[config.mk]
export PLATFORM = sky130hd
export DESIGN_NAME = mem_burst_reader
export DESIGN_NICKNAME = d
export VERILOG_FILES = /design/src/rtl/mem_burst_reader.sv
export SDC_FILE = /design/constraint.sdc
export NUM_CORES = 1
export LEC_CHECK = 0
export BUFFER_PORTS_ARGS = -buffer_cell sky130_fd_sc_hd__buf_2
export CAP_MARGIN = 40
export CELL_PAD_IN_SITES_DETAIL_PLACEMENT = 1
export CELL_PAD_IN_SITES_GLOBAL_PLACEMENT = 1
export CORE_ASPECT_RATIO = 1.1
export CORE_MARGIN = 2
export CORE_UTILIZATION = 42
export CTS_CLUSTER_DIAMETER = 150
export DETAILED_ROUTE_END_ITERATION = 16
export PLACE_DENSITY = 0.72
export SLEW_MARGIN = 10
export SYNTH_ARGS = -nofsm -noshare
export SYNTH_HDL_FRONTEND = slang
export SYNTH_HIERARCHICAL = 1
export SYNTH_SLANG_ARGS = --single-unit
[constraint.sdc]
create_clock -name clock -period 2.5 [get_ports clock]
set_input_delay 0.5 -clock clock [delete_from_list [all_inputs] [get_ports clock]]
set_output_delay 0.5 -clock clock [all_outputs]
set_load 0.005 [all_outputs]
[src/rtl/mem_burst_reader.sv]
// Streams a contiguous burst of RAM words out through a valid/ready port.
// Define MEM_BURST_READER_LAST_EN to add the out_last end-of-burst marker.

module mem_burst_reader_fifo #(
  parameter int DATA_W = 16
) (
  input  logic              clock,
  input  logic              reset,
  input  logic              push,
  input  logic [DATA_W-1:0] push_data,
  input  logic              pop,
  output logic [DATA_W-1:0] head,
  output logic [2:0]        count
);
  logic [DATA_W-1:0] mem [4];
  logic [1:0]        wr_ptr, rd_ptr;

  assign head = mem[rd_ptr];

  always_ff @(posedge clock) begin
    if (reset) begin
      for (int i = 0; i < 4; i++) mem[i] <= '0;
      wr_ptr <= '0;
      rd_ptr <= '0;
      count  <= '0;
    end else begin
      if (push) begin
        mem[wr_ptr] <= push_data;
        wr_ptr      <= wr_ptr + 2'd1;
      end
      if (pop) rd_ptr <= rd_ptr + 2'd1;
      case ({push, pop})
        2'b10:   count <= count + 3'd1;
        2'b01:   count <= count - 3'd1;
        default: count <= count;
      endcase
    end
  end
endmodule

module mem_burst_reader #(
  parameter int DATA_W     = 16,
  parameter int ADDR_W     = 9,
  parameter int RD_LATENCY = 2
) (
  input  logic              clock,
  input  logic              reset,
  input  logic              start,
  input  logic [ADDR_W-1:0] base_addr,
  input  logic [ADDR_W:0]   length,
  output logic              busy,
  output logic              done,
  output logic [ADDR_W-1:0] rdaddress,
  input  logic [DATA_W-1:0] q,
  output logic [DATA_W-1:0] out_data,
  output logic              out_valid,
`ifdef MEM_BURST_READER_LAST_EN
  output logic              out_last,
`endif
  input  logic              out_ready
);
  typedef enum logic [1:0] {IDLE, RUN, DRAIN} state_t;

  localparam logic [ADDR_W:0]   ONE_L = 1;
  localparam logic [ADDR_W-1:0] ONE_A = 1;

  state_t            state, state_nx;
  logic [ADDR_W:0]   remain;
  logic [RD_LATENCY:0] vld_pipe;
  logic [2:0]        fifo_cnt, inflight;
  logic              issue, push, pop, room, last_word, done_set;

  // vld_pipe[0] marks an address on the bus; bit RD_LATENCY marks q valid now.
  assign inflight  = 3'($countones(vld_pipe));
  assign push      = vld_pipe[RD_LATENCY];
  assign out_valid = (fifo_cnt != 3'd0);
  assign pop       = out_valid && out_ready;
  // Count the word leaving this cycle so a full-rate stream never stalls.
  assign room      = ({1'b0, fifo_cnt} + {1'b0, inflight}) < (4'd4 + {3'd0, pop});
  assign last_word = (state == DRAIN) && (fifo_cnt == 3'd1) && (inflight == 3'd0);

`ifdef MEM_BURST_READER_LAST_EN
  assign out_last = last_word;
`endif

  always_ff @(posedge clock) begin
    if (reset) state <= IDLE;
    else       state <= state_nx;
  end

  always_comb begin
    state_nx = state;
    case (state)
      IDLE:    if (start && length != '0) state_nx = RUN;
      RUN:     if (remain == '0)          state_nx = DRAIN;
      DRAIN:   if (pop && last_word)      state_nx = IDLE;
      default: state_nx = IDLE;
    endcase
  end

  always_comb begin
    busy     = (state != IDLE);
    issue    = 1'b0;
    done_set = 1'b0;
    case (state)
      IDLE: begin
        issue    = start && (length != '0);
        done_set = start && (length == '0);
      end
      RUN:     issue    = (remain != '0) && room;
      DRAIN:   done_set = pop && last_word;
      default: ;
    endcase
  end

  always_ff @(posedge clock) begin
    if (reset) begin
      rdaddress <= '0;
      remain    <= '0;
      vld_pipe  <= '0;
      done      <= 1'b0;
    end else begin
      done     <= done_set;
      vld_pipe <= {vld_pipe[RD_LATENCY-1:0], issue};
      if (issue) begin
        if (state == IDLE) begin
          rdaddress <= base_addr;
          remain    <= length - ONE_L;
        end else begin
          rdaddress <= rdaddress + ONE_A;
          remain    <= remain - ONE_L;
        end
      end
    end
  end

  mem_burst_reader_fifo #(.DATA_W(DATA_W)) u_fifo (
    .clock     (clock),
    .reset     (reset),
    .push      (push),
    .push_data (q),
    .pop       (pop),
    .head      (out_data),
    .count     (fifo_cnt)
  );
endmodule
; ---- Word level (Yosys, flattened, before mapping)
; Memory sizes are Yosys's and may differ from the RTL's. A register that Yosys moved wholly into a read port is not among the register bits.
; Index checks and enable logic that the tools add are counted.
[word_totals]
ff_bits = 32
latchBits = 0
mem_bits_rw = 64
rom_bits = 0
inputBits = 39
output_inout_bits = 28
wordCells = 66
n_memories = 1
[op_classes]
addsub = 11
mul = 0
div_mod_pow = 0
n_lt_le_gt_ge = 1
eq_ne = 8
shift = 0
mux = 19
bitwise = 0
n_reduce_logical = 18
[mem_list]
columns = name, words, width, rd, rd_clocked_by_memory_dff, write_ports, line_no
row1 = u_fifo.mem, 4, 16, 1, 1, 4, 15  ; logic [DATA_W-1:0] mem [4];
[ops]
columns = op, n
row1 = $logic_not A10 Y1, 2
row2 = $reduce_bool A10 Y1, 2
row3 = $sub A10 B1 Y10 const B, 2
row4 = $mux W16, 1
row5 = $reduce_or A16 Y1, 1
row6 = $mux W2, 6
row7 = $mux W10, 1
row8 = $add A9 B1 Y9 const B, 1
row9 = $mux W9, 1
row10 = $logic_and A1 B1 Y1, 7
row11 = $mux W1, 6
row12 = $pmux W2 S3, 1
row13 = $pmux W3 S2, 1
row14 = $add A2 B1 Y2 const B, 2
row15 = $add A3 B1 Y4 const A, 1
row16 = $add A3 B3 Y4, 1
row17 = $eq A2 B1 Y1 const B, 2
row18 = $eq A2 B2 Y1 const B, 2
row19 = $lt A4 B4 Y1, 1
row20 = $ne A2 B2 Y1 const B, 2
row21 = $pmux W1 S2, 2
row22 = $reduce_bool A2 Y1, 2
row23 = $add A2 B1 Y3, 1
row24 = $add A3 B1 Y3 const B, 1
row25 = 8 further kinds, 8

; ---- Logic depth before layout (Yosys ltp)
[logic_depth]
depth_word = 7
depth_mapped = 11
depth_no_buf = 10

; ---- Cells and area by module
; The synthesis kept the hierarchy.
[modules_own_cells]
columns = mod, instances, cells_each, area_per_inst_um2, seq_area_each_um2
row1 = mem_burst_reader_fifo, 1, 195, 3238.1, 2102.0
row2 = mem_burst_reader, 1, 195, 1674.1, 500.5

; ---- Worst setup path before layout
; OpenSTA, ideal clock, no wires.
[synth_path]
path_kind = reg2reg
from = register vld_pipe[2]
to = register remain[2]
setup_ns = 0.128
t_arrival_ns = 2.441
t_required_ns = 2.372
slack_ns = -0.069
path_stages_with_launch = 11
n_path_buf = 1
synth_period_minus_slack_ns = 2.569
cell_sequence = dfxtp_1 > fa_1 > ha_1 > inv_1 > fa_1 > a31o_1 > a32oi_4 > buf_6 > nor2_1 > a21oi_1 > nor2_1
[synth_via]
elab_chain_cells = 5
[synth_rtl]
columns = item, line_no
row1 = start: declaration, 69  ; logic [RD_LATENCY:0] vld_pipe;
row2 = start signal: assignment, 124  ; vld_pipe <= {vld_pipe[RD_LATENCY-1:0], issue};
row3 = $add A2 B1 Y3 (not written as such), 74  ; assign inflight = 3'($countones(vld_pipe));
row4 = $add A3 B3 Y4, 79  ; assign room = ({1'b0, fifo_cnt} + {1'b0, inflight}) < (4'd4 + {3'd0, pop});
row5 = $lt A4 B4 Y1, 79
row6 = $logic_and A1 B1 Y1, 110  ; RUN: issue = (remain != '0) && room;
row7 = $pmux W1 S2, 105  ; case (state)
row8 = end signal: assignment, 128  ; remain <= length - ONE_L;
row9 = end signal: assignment, 131  ; remain <= remain - ONE_L;
row10 = end: declaration, 68  ; logic [ADDR_W:0] remain;
; Every way passes these cells.
; A chain may end at the register's enable or synchronous reset.

; ---- Worst setup path after layout
[layout_path]
from = register vld_pipe[1]
to = register remain[0]
[layout_via]
elab_chain_cells = 6
[layout_rtl]
columns = item, line_no
row1 = $add A1 B1 Y2 (not written as such), 74
row2 = $add A2 B1 Y3 (not written as such), 74
row3 = $add A3 B3 Y4, 79
row4 = $lt A4 B4 Y1, 79
row5 = $logic_and A1 B1 Y1, 110
row6 = $pmux W1 S2, 105
; Every way passes these cells.

==> impl_metrics.yaml <==
outcome:
  outcome: "complete, but fails checks"
  violations: "negative setup slack"
synth:
  synth-edff-count: 64
  synth_adder_area_share_pct: 2.496
  yosysUniqueCellTypes: 61
  avgSynthCellArea_um2: 12.60
  synth-xor-area-share_pct: 2.853
  synth_top_area_share_pct: 39.12
  ys_ff_latch: 98
  synthTopCellsByArea: "edfxtp_1 39%, dfxtp_1 14%, and2_1 6.7%"
  synth_ff_type: "edfxtp_1"
  yosysWarnings: 6
  synth.cell_area_um2: 4912
  synth_top_family_by_area: "simple AND/OR/NAND/NOR gates"
  synth_compound_area_share_pct: 8.380
  syn-num-nets: 437
  syn_inst: 390
  async_flop_share_pct: 0
  ys_seq_area_share_pct: 52.98
  yosysTopAreaCell: "edfxtp_1"
  synth_simple_gate_area_share_pct: 19.28
  yosys-mux-area-fraction_pct: 11.31
clock_network:
  cts_tree: "yes"
  htree_levels: 3
  clk-insertion-delay-late_ps: 340
  cts_made_buffers: 9
  holdBufCountCts: 0
  clockRootBuffer: "clkbuf_16"
  clkSinkCount: 98
  path_clk_slew_ps: 70
  clk_path_buf_depth: 2
power:
  finalPower_uw: 4788
  power.switching_uw: 1318
  clkPwrFrac_pct: 34.9
  power_frac_seq_pct: 41.7
  switching_share_pct: 27.52
  p_per_area_nw_per_um2: 805.4
  combPwrFrac_pct: 23.5
  p_int_uw: 3471
  irDropWorstVdd_uv: 317.5
  leakage_uw: 0.002343
route:
  drt_pass1_iterations: 4
  ant_nets: 0
  finalWirelength_um: 11050
  vias: 3314
  drc: 0
  wire_per_inst_um: 17.71
  via_per_inst: 5.311
  dr.first_iter.drc_count: 120
setup_path:
  worstSetupEndpointType: "flip-flop"
  path_cells: "fa_1, ha_2, inv_2, fa_2, xor2_1, a31o_4, a32o_2, buf_12, mux2i_1, nor2_1"
  cp_data_required_time_ps: 2720
  cp_max_fo: 20
  crit_type: "flip-flop to flip-flop"
  arrival_ps: 2840
  slowest_delay_ps: 570
  slowest_stage: "fa_1"
  startpoint_type: "flip-flop"
global_route:
  grt_pass1_wl_um: 18150
  grt_max_degree: 23
  grt_use_total_pct: 18.48
  grt_pass1_vias: 3559
  antenna_found_initial: 1
  globalRouteOverflowTotal: 0
min_path:
  hp-class: "input port to flip-flop"
floorplan:
  ios: 67
  die_h_um: 117.4
  die_w_um: 107.1
  core_area_um2: 11440
  start_util_pct: 42.94
  rows: 41
  dieArea_um2: 12580
timing:
  fin_crit_ps: 2621
  worst_slack_ps: -121.2
  hold_viol: 0
  setup-tns-final_ps: -1855
  tightest_slew_ps: 643.4
  maxSlewViolCount: 0
  max_freq_ghz: 0.3815
  maxSlewHeadroom_pct: 56.97
  fin_skew_ps: 4.209
  setup_violations: 20
  rsz0062_at_grt: "yes"
  min_period_over_period_pct: 104.8
cells_and_area:
  layout_commonest_cell: "buf_2"
  fill_cells: 1186
  nets: 515
  layout-drive-gt1-share_pct: 34.88
  most-common-layout-cells: "66 x buf_2, 64 x edfxtp_1, 53 x and2_1, 36 x nor2_1, 32 x dfxtp_1"
  area_growth_pct: 21.04
placement:
  dp.final_hpwl_um: 7483
  port_buffers: 66
  gp_congestion: 0.8174
  dp_slack_ps: -171.8
run:
  max_cap_viol_count: 0
## path summary, 6_finish.rpt
check	startpoint	endpoint	slack, ps	depth (start not counted)
worst max-delay path	vld_pipe[1]	remain[0]	-120	10
worst min-delay path	base_addr[1]	rdaddress[1]	460	3
worst max register to register	vld_pipe[1]	remain[0]	-120	10
worst min register to register	vld_pipe[1]	vld_pipe[2]	480	1
## power by group through the flow
stage | Clock (uW) | Sequential, uW | Combinational, uW
after floorplan | 0 | 2000 | 729
after global placement | 0 | 2010 | 1020
after detailed placement | 0 | 2030 | 1050
after CTS | 1700 | 1990 | 1140
after global routing | 1750 | 2020 | 1240
final | 1670 | 2000 | 1120
## cell type report
type	count	area, um^2	share of cell area (%)
Clock buffer	9	225.2	3.788
Sequential cell	98	2605	43.81
Clock inverter	7	141.4	2.378
Inverter	6	22.52	0.3788
Multi-Input combinational cell	268	2256	37.94
Antenna cell	1	2.502	0.04209
Timing Repair Buffer	85	505.5	8.502
Tap cell	150	187.7	3.157
## synth_stat cells, types with 6 or more instances
| cell | n |
|---|---|
| dfxtp_1 | 34 |
| mux2i_1 | 12 |
| and2_1 | 53 |
| and2_2 | 13 |
| a21oi_1 | 14 |
| xor2_1 | 9 |
| nor2_1 | 41 |
| mux4_1 | 10 |
| edfxtp_1 | 64 |
| mux4_2 | 6 |
| nand2_1 | 22 |
| xnor2_1 | 7 |
## registers in the layout, indices dropped and copies added (netlist names), named ones only
register	cells
remain	10
u_fifo/wr_ptr	2
done	1
rdaddress	9
state	2
u_fifo/rd_ptr	2
u_fifo/mem	64
u_fifo/count	3
vld_pipe	3
## layer usage
| metal | GRT usage, % | part of all wire [%] | vias to the layer above |
|---|---|---|---|
| met1 | 21.83 | 42 | 1667 |
| met2 | 34.10 | 53 | 53 |
| met3 | 2.724 | 3.2 | 11 |
| met5 | 0 | 0 | - |
| li1 | - | - | 1583 |
| met4 | 5.519 | 1.1 | 0 |
## repair_timing
action / in CTS / in global routing
cloned: 1 / 0
pin swaps: 7 / 9
gates resized for setup: 13 / 7
hold endpoints to repair: 0 / 0
buffers inserted: 2 / 2
endpoints found under the setup margin: 19 / 20
## logic make-up (layout without fill, tap and decap cells)
kind of cell,after synthesis,after routing
adders and majority gates,8,8
and+or+nand+nor,164,164
buffers and inverters,24,107
xor gates and xnor gates,16,16
AOI/OAI and AO/OA,49,49
muxes,31,31
DFF,98,98
other,0,1
## through the flow
stage               area [um^2]  hold WS [ps]  utilization, %  std cells
global route               5943         473.4           51.95        623
floorplan                  4930         444.6               -        390
global placement           5475         457.0           47.86        603
detailed placement         5475         467.9           47.86        603
finish                     5946         459.6           51.97        624
CTS                        5929         449.4           51.83        622
## critical path: cells and delay by family (launching register included)
kind / cells / cell delay [ps]
AO/OA/AOI/OAI: 2 / 510
flip-flops: 1 / 330
multiplexers: 1 / 150
AND/OR/NAND/NOR: 1 / 50
buffers and inverters: 2 / 200
XOR/XNOR: 1 / 150
adder cells (fa/ha/maj): 3 / 1090
Power figures use the tool's default switching activity.
